$ cat config.mk
export PLATFORM = sky130hd
export DESIGN_NAME = countdown_timer_sseg
export DESIGN_NICKNAME = d
export VERILOG_FILES = /design/src/rtl/timer_pkg.sv /design/src/rtl/bin2bcd_seq.sv /design/src/rtl/countdown_timer_sseg.sv
export SDC_FILE = /design/constraint.sdc
export NUM_CORES = 1
export LEC_CHECK = 0
export ABC_AREA = 1
export BUFFER_PORTS_ARGS = -buffer_cell sky130_fd_sc_hd__buf_2
export CAP_MARGIN = 20
export CORE_ASPECT_RATIO = 0.5
export CORE_UTILIZATION = 45
export DETAILED_ROUTE_END_ITERATION = 16
export PLACE_DENSITY = 0.6
export SLEW_MARGIN = 5
export SYNTH_ARGS = -nofsm -noshare
export SYNTH_HDL_FRONTEND = slang
export SYNTH_HIERARCHICAL = 1
export SYNTH_SLANG_ARGS = --single-unit
$ cat constraint.sdc
create_clock -name clock -period 2.7 [get_ports clock]
set_input_delay 0.135 -clock clock [delete_from_list [all_inputs] [get_ports clock]]
set_output_delay 0.135 -clock clock [all_outputs]
set_load 0.01 [all_outputs]
$ cat src/rtl/timer_pkg.sv
// Shared types and constants for the countdown timer: FSM states, 7-segment
// digit codes and elaboration-time BCD helpers.
package timer_pkg;

   typedef enum logic [1:0] {IDLE, RUN, PAUSED, EXPIRED} state_t;

   // Segment codes, bit order {g,f,e,d,c,b,a}, active-high
   localparam logic [6:0] SEG_0    = 7'b0111111;
   localparam logic [6:0] SEG_1    = 7'b0000110;
   localparam logic [6:0] SEG_2    = 7'b1011011;
   localparam logic [6:0] SEG_3    = 7'b1001111;
   localparam logic [6:0] SEG_4    = 7'b1100110;
   localparam logic [6:0] SEG_5    = 7'b1101101;
   localparam logic [6:0] SEG_6    = 7'b1111101;
   localparam logic [6:0] SEG_7    = 7'b0000111;
   localparam logic [6:0] SEG_8    = 7'b1111111;
   localparam logic [6:0] SEG_9    = 7'b1101111;
   localparam logic [6:0] SEG_DASH = 7'b1000000;

   function automatic int bcd_width(input int digits);
      return 4 * digits;
   endfunction

   // Up to 8 BCD digits; used to preload the display with the reload value
   function automatic logic [31:0] to_bcd(input int unsigned value);
      logic [31:0] r;
      int unsigned v;
      r = '0;
      v = value;
      for (int i = 0; i < 8; i++) begin
         r[i*4 +: 4] = 4'(v % 10);
         v = v / 10;
      end
      return r;
   endfunction

   function automatic logic [6:0] seg_code(input logic [3:0] d);
      logic [6:0] s;
      case (d)
         4'd0:    s = SEG_0;
         4'd1:    s = SEG_1;
         4'd2:    s = SEG_2;
         4'd3:    s = SEG_3;
         4'd4:    s = SEG_4;
         4'd5:    s = SEG_5;
         4'd6:    s = SEG_6;
         4'd7:    s = SEG_7;
         4'd8:    s = SEG_8;
         4'd9:    s = SEG_9;
         default: s = SEG_DASH;
      endcase
      return s;
   endfunction

endpackage

$ cat src/rtl/bin2bcd_seq.sv
// Sequential shift-add-3 binary-to-BCD converter; one bit per clock.
// bcd holds the finished result while done is high.
module bin2bcd_seq
   import timer_pkg::*;
#(
   parameter int IN_W   = 8,
   parameter int DIGITS = 3
) (
   input  logic                         clock,
   input  logic                         reset,
   input  logic                         start,
   input  logic [IN_W-1:0]              bin,
   output logic                         busy,
   output logic                         done,
   output logic [bcd_width(DIGITS)-1:0] bcd
);

   localparam int BCD_W = bcd_width(DIGITS);
   localparam int CNT_W = $clog2(IN_W + 1);

   logic [IN_W-1:0]  bin_reg;
   logic [BCD_W-1:0] acc_reg;
   logic [BCD_W-1:0] acc_adj;
   logic [CNT_W-1:0] cnt_reg;

   genvar gi;
   generate
      for (gi = 0; gi < DIGITS; gi++) begin : g_adj
         assign acc_adj[gi*4 +: 4] = (acc_reg[gi*4 +: 4] >= 4'd5) ?
                                     acc_reg[gi*4 +: 4] + 4'd3 : acc_reg[gi*4 +: 4];
      end
   endgenerate

   always_ff @(posedge clock or posedge reset) begin
      if (reset) begin
         bin_reg <= '0;
         acc_reg <= '0;
         cnt_reg <= '0;
         busy    <= 1'b0;
         done    <= 1'b0;
      end else begin
         done <= 1'b0;
         if (busy) begin
            {acc_reg, bin_reg} <= {acc_adj, bin_reg} << 1;
            cnt_reg            <= cnt_reg - CNT_W'(1);
            if (cnt_reg == CNT_W'(1)) begin
               busy <= 1'b0;
               done <= 1'b1;
            end
         end else if (start) begin
            bin_reg <= bin;
            acc_reg <= '0;
            cnt_reg <= CNT_W'(IN_W);
            busy    <= 1'b1;
         end
      end
   end

   assign bcd = acc_reg;

endmodule

$ cat src/rtl/countdown_timer_sseg.sv
// Game countdown timer: prescaled tick counter with start/pause/penalty control
// and a multiplexed 7-segment driver fed by a sequential BCD converter.
module countdown_timer_sseg
   import timer_pkg::*;
#(
   parameter int TICK_DIV      = 5000,
   parameter int START_COUNT   = 1800000,
   parameter int PENALTY       = 100,
   parameter int NUM_DIGITS    = 8,
   parameter int DP_POS        = 4,
   parameter int SCAN_BITS     = 6,
   parameter int BLANK_LEADING = 0,
   localparam int COUNT_W      = $clog2(START_COUNT + 1)
) (
   input  logic                  clock,
   input  logic                  reset,
   input  logic                  start,
   input  logic                  pause,
   input  logic                  penalty,
   output logic [6:0]            seg,
   output logic                  dp,
   output logic [NUM_DIGITS-1:0] an,
   output logic                  game_over,
   output logic                  running,
   output logic [COUNT_W-1:0]    count
);

   localparam int BCD_W   = bcd_width(NUM_DIGITS);
   localparam int SEL_W   = (NUM_DIGITS > 1) ? $clog2(NUM_DIGITS) : 1;
   localparam int PRESC_W = $clog2(TICK_DIV);
   localparam logic [31:0] START_BCD = to_bcd(START_COUNT);

   state_t               state_reg;
   logic [COUNT_W-1:0]   count_reg;
   logic [COUNT_W-1:0]   count_next;
   logic [PRESC_W-1:0]   presc_reg;
   logic                 running_reg;
   logic                 game_over_reg;
   logic [SCAN_BITS-1:0] scan_reg;
   logic [BCD_W-1:0]     digits_reg;
   logic [COUNT_W-1:0]   last_conv_reg;
   logic                 tick;
   logic                 pen_ok;
   logic [31:0]          dec_amt;
   logic                 conv_start;
   logic                 conv_busy;
   logic                 conv_done;
   logic [BCD_W-1:0]     conv_bcd;
   logic [SEL_W-1:0]     sel;
   logic [3:0]           nib;
   logic [NUM_DIGITS-1:0] blank_vec;

   // Tick and penalty share one saturating subtraction
   always_comb begin
      tick    = (state_reg == RUN) && (presc_reg == PRESC_W'(TICK_DIV - 1));
      pen_ok  = penalty && ((state_reg == RUN) || (state_reg == PAUSED));
      dec_amt = (tick ? 32'd1 : 32'd0) + (pen_ok ? 32'(PENALTY) : 32'd0);
      if (32'(count_reg) > dec_amt)
         count_next = COUNT_W'(32'(count_reg) - dec_amt);
      else
         count_next = '0;
   end

   // Expiry is taken the cycle after the count reads zero, ahead of pause/start
   always_ff @(posedge clock or posedge reset) begin
      if (reset) begin
         state_reg     <= IDLE;
         count_reg     <= COUNT_W'(START_COUNT);
         presc_reg     <= '0;
         running_reg   <= 1'b0;
         game_over_reg <= 1'b0;
      end else begin
         count_reg <= count_next;
         presc_reg <= '0;
         case (state_reg)
            IDLE: begin
               if (start) begin
                  state_reg   <= pause ? PAUSED : RUN;
                  running_reg <= !pause;
               end
            end
            RUN: begin
               if (count_reg == '0) begin
                  state_reg     <= EXPIRED;
                  running_reg   <= 1'b0;
                  game_over_reg <= 1'b1;
               end else if (pause) begin
                  state_reg   <= PAUSED;
                  running_reg <= 1'b0;
               end else begin
                  presc_reg <= tick ? '0 : presc_reg + PRESC_W'(1);
               end
            end
            PAUSED: begin
               if (count_reg == '0) begin
                  state_reg     <= EXPIRED;
                  game_over_reg <= 1'b1;
               end else if (start && !pause) begin
                  state_reg   <= RUN;
                  running_reg <= 1'b1;
               end
            end
            EXPIRED: begin
               if (start) begin
                  count_reg     <= COUNT_W'(START_COUNT);
                  state_reg     <= RUN;
                  running_reg   <= 1'b1;
                  game_over_reg <= 1'b0;
               end
            end
            default: state_reg <= IDLE;
         endcase
      end
   end

   assign conv_start = !conv_busy && (count_reg != last_conv_reg);

   bin2bcd_seq #(
      .IN_W   (COUNT_W),
      .DIGITS (NUM_DIGITS)
   ) u_bin2bcd (
      .clock (clock),
      .reset (reset),
      .start (conv_start),
      .bin   (count_reg),
      .busy  (conv_busy),
      .done  (conv_done),
      .bcd   (conv_bcd)
   );

   always_ff @(posedge clock or posedge reset) begin
      if (reset) begin
         scan_reg      <= '0;
         digits_reg    <= BCD_W'(START_BCD);
         last_conv_reg <= COUNT_W'(START_COUNT);
      end else begin
         scan_reg <= scan_reg + SCAN_BITS'(1);
         if (conv_start)
            last_conv_reg <= count_reg;
         if (conv_done)
            digits_reg <= conv_bcd;
      end
   end

   generate
      if (NUM_DIGITS > 1) begin : g_sel
         assign sel = scan_reg[SCAN_BITS-1 -: SEL_W];
      end else begin : g_sel_one
         assign sel = '0;
      end
   endgenerate

   // Leading-zero blanking walks down from the most significant digit
   always_comb begin
      logic z;
      z         = 1'b1;
      blank_vec = '0;
      for (int i = NUM_DIGITS - 1; i >= 0; i--) begin
         z            = z && (digits_reg[i*4 +: 4] == 4'd0);
         blank_vec[i] = (BLANK_LEADING != 0) && (i > DP_POS) && z;
      end
   end

   always_comb begin
      an  = '1;
      seg = '0;
      dp  = 1'b0;
      nib = '0;
      if (32'(sel) < 32'(NUM_DIGITS)) begin
         an  = ~(NUM_DIGITS'(1) << sel);
         nib = digits_reg[{sel, 2'b00} +: 4];
         seg = blank_vec[sel] ? 7'd0 : seg_code(nib);
         dp  = (32'(sel) == 32'(DP_POS));
      end
   end

   assign count     = count_reg;
   assign running   = running_reg;
   assign game_over = game_over_reg;

endmodule

==> impl_metrics.toml <==
[outcome]
status = "completed"

[placed_design]
hpwl_mm = 14.6
placed_cell_area_um2 = 9430
pre_cts_ws_ps = -34.6
gp_congestion = 0.914
io_buffers = 43

[setup_path]
crit_path_cell_trace = "nor2_1 > buf_4 > a22oi_1 > o221ai_2 > o21ai_2 > ha_1 > nand3_1 > nand2_1 > nand2_1 > nand2_1 > buf_2"
reg2reg_depth = 14
crit_slowest_cell = "dfrtp_2"
critical_path_arrival_ps = 2420
r2r-end = "count[11]$_DFF_PP0_"
startpoint_type = "register"
required_ps = 2570
crit_path_end_kind = "output port"
reg2reg_slack_ps = 230
timing_worst_setup_path_type = "reg2out"
worst-path-max-fanout = 6
r2r-start = "state_reg[0]$_DFFE_PP0P_"
cp_common_cell = "nand2_1"
cpPeakStageDelay_ps = 440

[floorplan]
floorplan.initialDensity = 0.460
rows = 36
io_pins = 44
die-area_um2 = 20600
core-area_um2 = 19500
chipHeight_um = 102
die_x_um = 202

[min_path]
whs_path_depth = 4
min-delay-start = "pause"
min_to = "presc_reg[2]$_DFF_PP0_"
hp-class = "in2reg"

[job]
cap_violations = 0

[routing]
routed-wl-met3_um = 696
num_vias = 7579
drc = 0
ant_nets = 0
wl_met2_mm = 9.71
wl_per_cell_um = 13.8
m1WireLength_mm = 10.3
via_per_inst = 4.99
drt_wl_total_mm = 21.0
drt-initial-drc-count = 459
top_layer = "met4"
drt-pass1-iter-count = 5

[timing]
relSlewSlack = 0.606
report.final.slew_viol_count = 0
finalSetupViolations = 0
finalHoldViolations = 0
period_share = 0.948
max_freq_ghz = 0.391
tightest_slew_ps = 590
worst_slack_ps = 141
fin_skew_ps = 9.61
min_period_ps = 2560
rsz0062_at_grt = "yes"

[yosys]
syn-num-nets = 1230
synthCells = 1189
yosysTopAreaCell = "dfrtp_1"
synth_area_leaders = "dfrtp_1, nand2_1, dfstp_2"
synth_area_um2 = 8980
ys_warn_count = 6
synthArstFlopShare = 1.00
synth_enable_flop_cells = 0
synth_seq_area_share = 0.441
ys_seq_elements = 157
synth_cell_types = 44
synth_top_cell_area_share = 0.371
synth_flop_cell = "dfrtp_1"
avgSynthCellArea_um2 = 7.55

[power]
leakagePower_uw = 0.00521
worst_ir_drop_vdd_mv = 0.499
powerDensity_nw_per_um2 = 1100

[grt]
grt_usage = 0.218
antenna_found_initial = 0
grt-ovfl-total = 0
grt_pass1_wl_mm = 35.5
grt_pass1_vias = 7214
grt_max_degree = 54

[cells_and_area]
antennaDiodeCount = 0
area_growth_pct = 12.1
finalInstanceArea_um2 = 10100
drive_gt1_frac = 0.138
nNetsFinal = 1281

[clocking]
clockRootBuffer = "clkbuf_16"
cts_buffers = 17
htreeDepth = 4
cts.clk_slew.worst_paths_ps = 60
clkLatencyLatePin_ps = 430
clk_path_buf_depth = 2
cts_tree = "done"
cts_sinks = 157
[stage by stage]
stage          total power (uW)  hold WS, ps  utilization  std cells  TNS (ps)
2_1_floorplan              7650          308            -       1189         0
3_3_place_gp               8680          199        0.484       1483         0
3_5_place_dp               8790          203        0.484       1483     -71.6
4_1_cts                   11100         45.5        0.512       1516         0
5_1_grt                   12100          101        0.516       1519      -324
6_report                  11000         72.9        0.516       1519         0
[synth_stat cells, types with 2 or more instances]
| cell | instances |
|---|---|
| nand3_1 | 117 |
| a21o_1 | 2 |
| o21ai_0 | 38 |
| buf_4 | 3 |
| buf_6 | 13 |
| nand2_2 | 9 |
| dfstp_2 | 24 |
| o21bai_1 | 4 |
| nor3_1 | 5 |
| a22oi_1 | 6 |
| o22ai_1 | 6 |
| nand3b_1 | 3 |
| ha_1 | 36 |
| xnor2_1 | 3 |
| xor2_1 | 19 |
| nor2_1 | 114 |
| nand4_1 | 25 |
| nand2_1 | 409 |
| nor2_4 | 3 |
| o21ai_1 | 6 |
| inv_1 | 138 |
| mux2_2 | 15 |
| dfrtp_1 | 133 |
| buf_1 | 2 |
| nand3_2 | 2 |
| nor2_2 | 4 |
| clkbuf_1 | 8 |
| inv_2 | 5 |
| a21oi_1 | 18 |
| buf_2 | 5 |
[per-layer routing]
layer	global-route usage	vias to the layer above
met4	0.0670	0
met1	0.290	3582
li1	-	3860
met5	0	-
met2	0.363	114
met3	0.0443	23
[kinds of logic (layout without fill, tap and decap cells)]
logic type	Yosys count	count (layout)	synth area share
XOR/XNOR	22	22	0.0215
buffers and inverters	178	242	0.0882
AND/OR/NAND/NOR	697	697	0.328
adder cells (fa/ha/maj)	36	36	0.0502
flip-flops	157	157	0.441
multiplexers	16	16	0.0199
AO/OA/AOI/OAI	83	83	0.0516
[worst max-delay path, delay by kind of cell, from the launching register on]
kind,cells,cell delay (ps)
buffers and inverters,2,300
AND/OR/NAND/NOR,5,370
flip-flops,1,440
AO/OA/AOI/OAI,3,630
adder cells (fa/ha/maj),1,260
[power breakdown]
part,leakage (uW),internal (uW),total [uW],switching [uW]
Clock,0.000263,1270,2220,953
Sequential,0.00196,3280,4060,780
Combinational,0.00299,1750,4750,3010
[area by class of cell]
type	instances	area, um^2
inverters	146	562
clock buffers	25	495
repair buffers	64	388
flip-flops and latches	157	3960
fillers	1890	9440
well taps	266	333
multi-input cells	854	4290
clock inverters	7	40.0
[worst max path at each step]
stage | start | end | slack (ps) | depth (start not counted)
CTS | scan_reg[3]$_DFF_PP0_ | seg[3] | 20 | 11
detailed placement | state_reg[0]$_DFFE_PP0P_ | count[11]$_DFF_PP0_ | -30 | 14
floorplan | reset | count[0]$_DFF_PP0_ | 70 | 1
finish | scan_reg[3]$_DFF_PP0_ | seg[3] | 140 | 11
global placement | state_reg[0]$_DFFE_PP0P_ | count[18]$_DFF_PP0_ | 140 | 14
global route | state_reg[1]$_DFFE_PP0P_ | count[16]$_DFF_PP1_ | -40 | 16
[placed cells by master, fill, tap and decap left out, types with 5 or more instances in the layout]
cell / n
mux2_2: 15
ha_1: 36
dfstp_2: 24
dfrtp_1: 130
nor3_1: 5
nand3_1: 116
nor2_1: 113
buf_4: 19
nand4_1: 25
o21ai_0: 37
nand2_2: 8
nand2_1: 409
a21oi_1: 18
o22ai_1: 6
xor2_1: 19
o21ai_1: 5
clkinv_2: 5
inv_1: 136
inv_2: 6
clkbuf_16: 17
buf_2: 43
[what timing repair did]
item / 4_1_cts / 5_1_grt
setup endpoints to repair: 15 / 26
hold endpoints to repair: 38 / 0
hold buffers: 1 / 0
setup buffers: 0 / 3
gates resized for setup: 3 / 13
pin swaps: 0 / 5
gates cloned: 0 / 0
(Power assumes the default switching activity.)
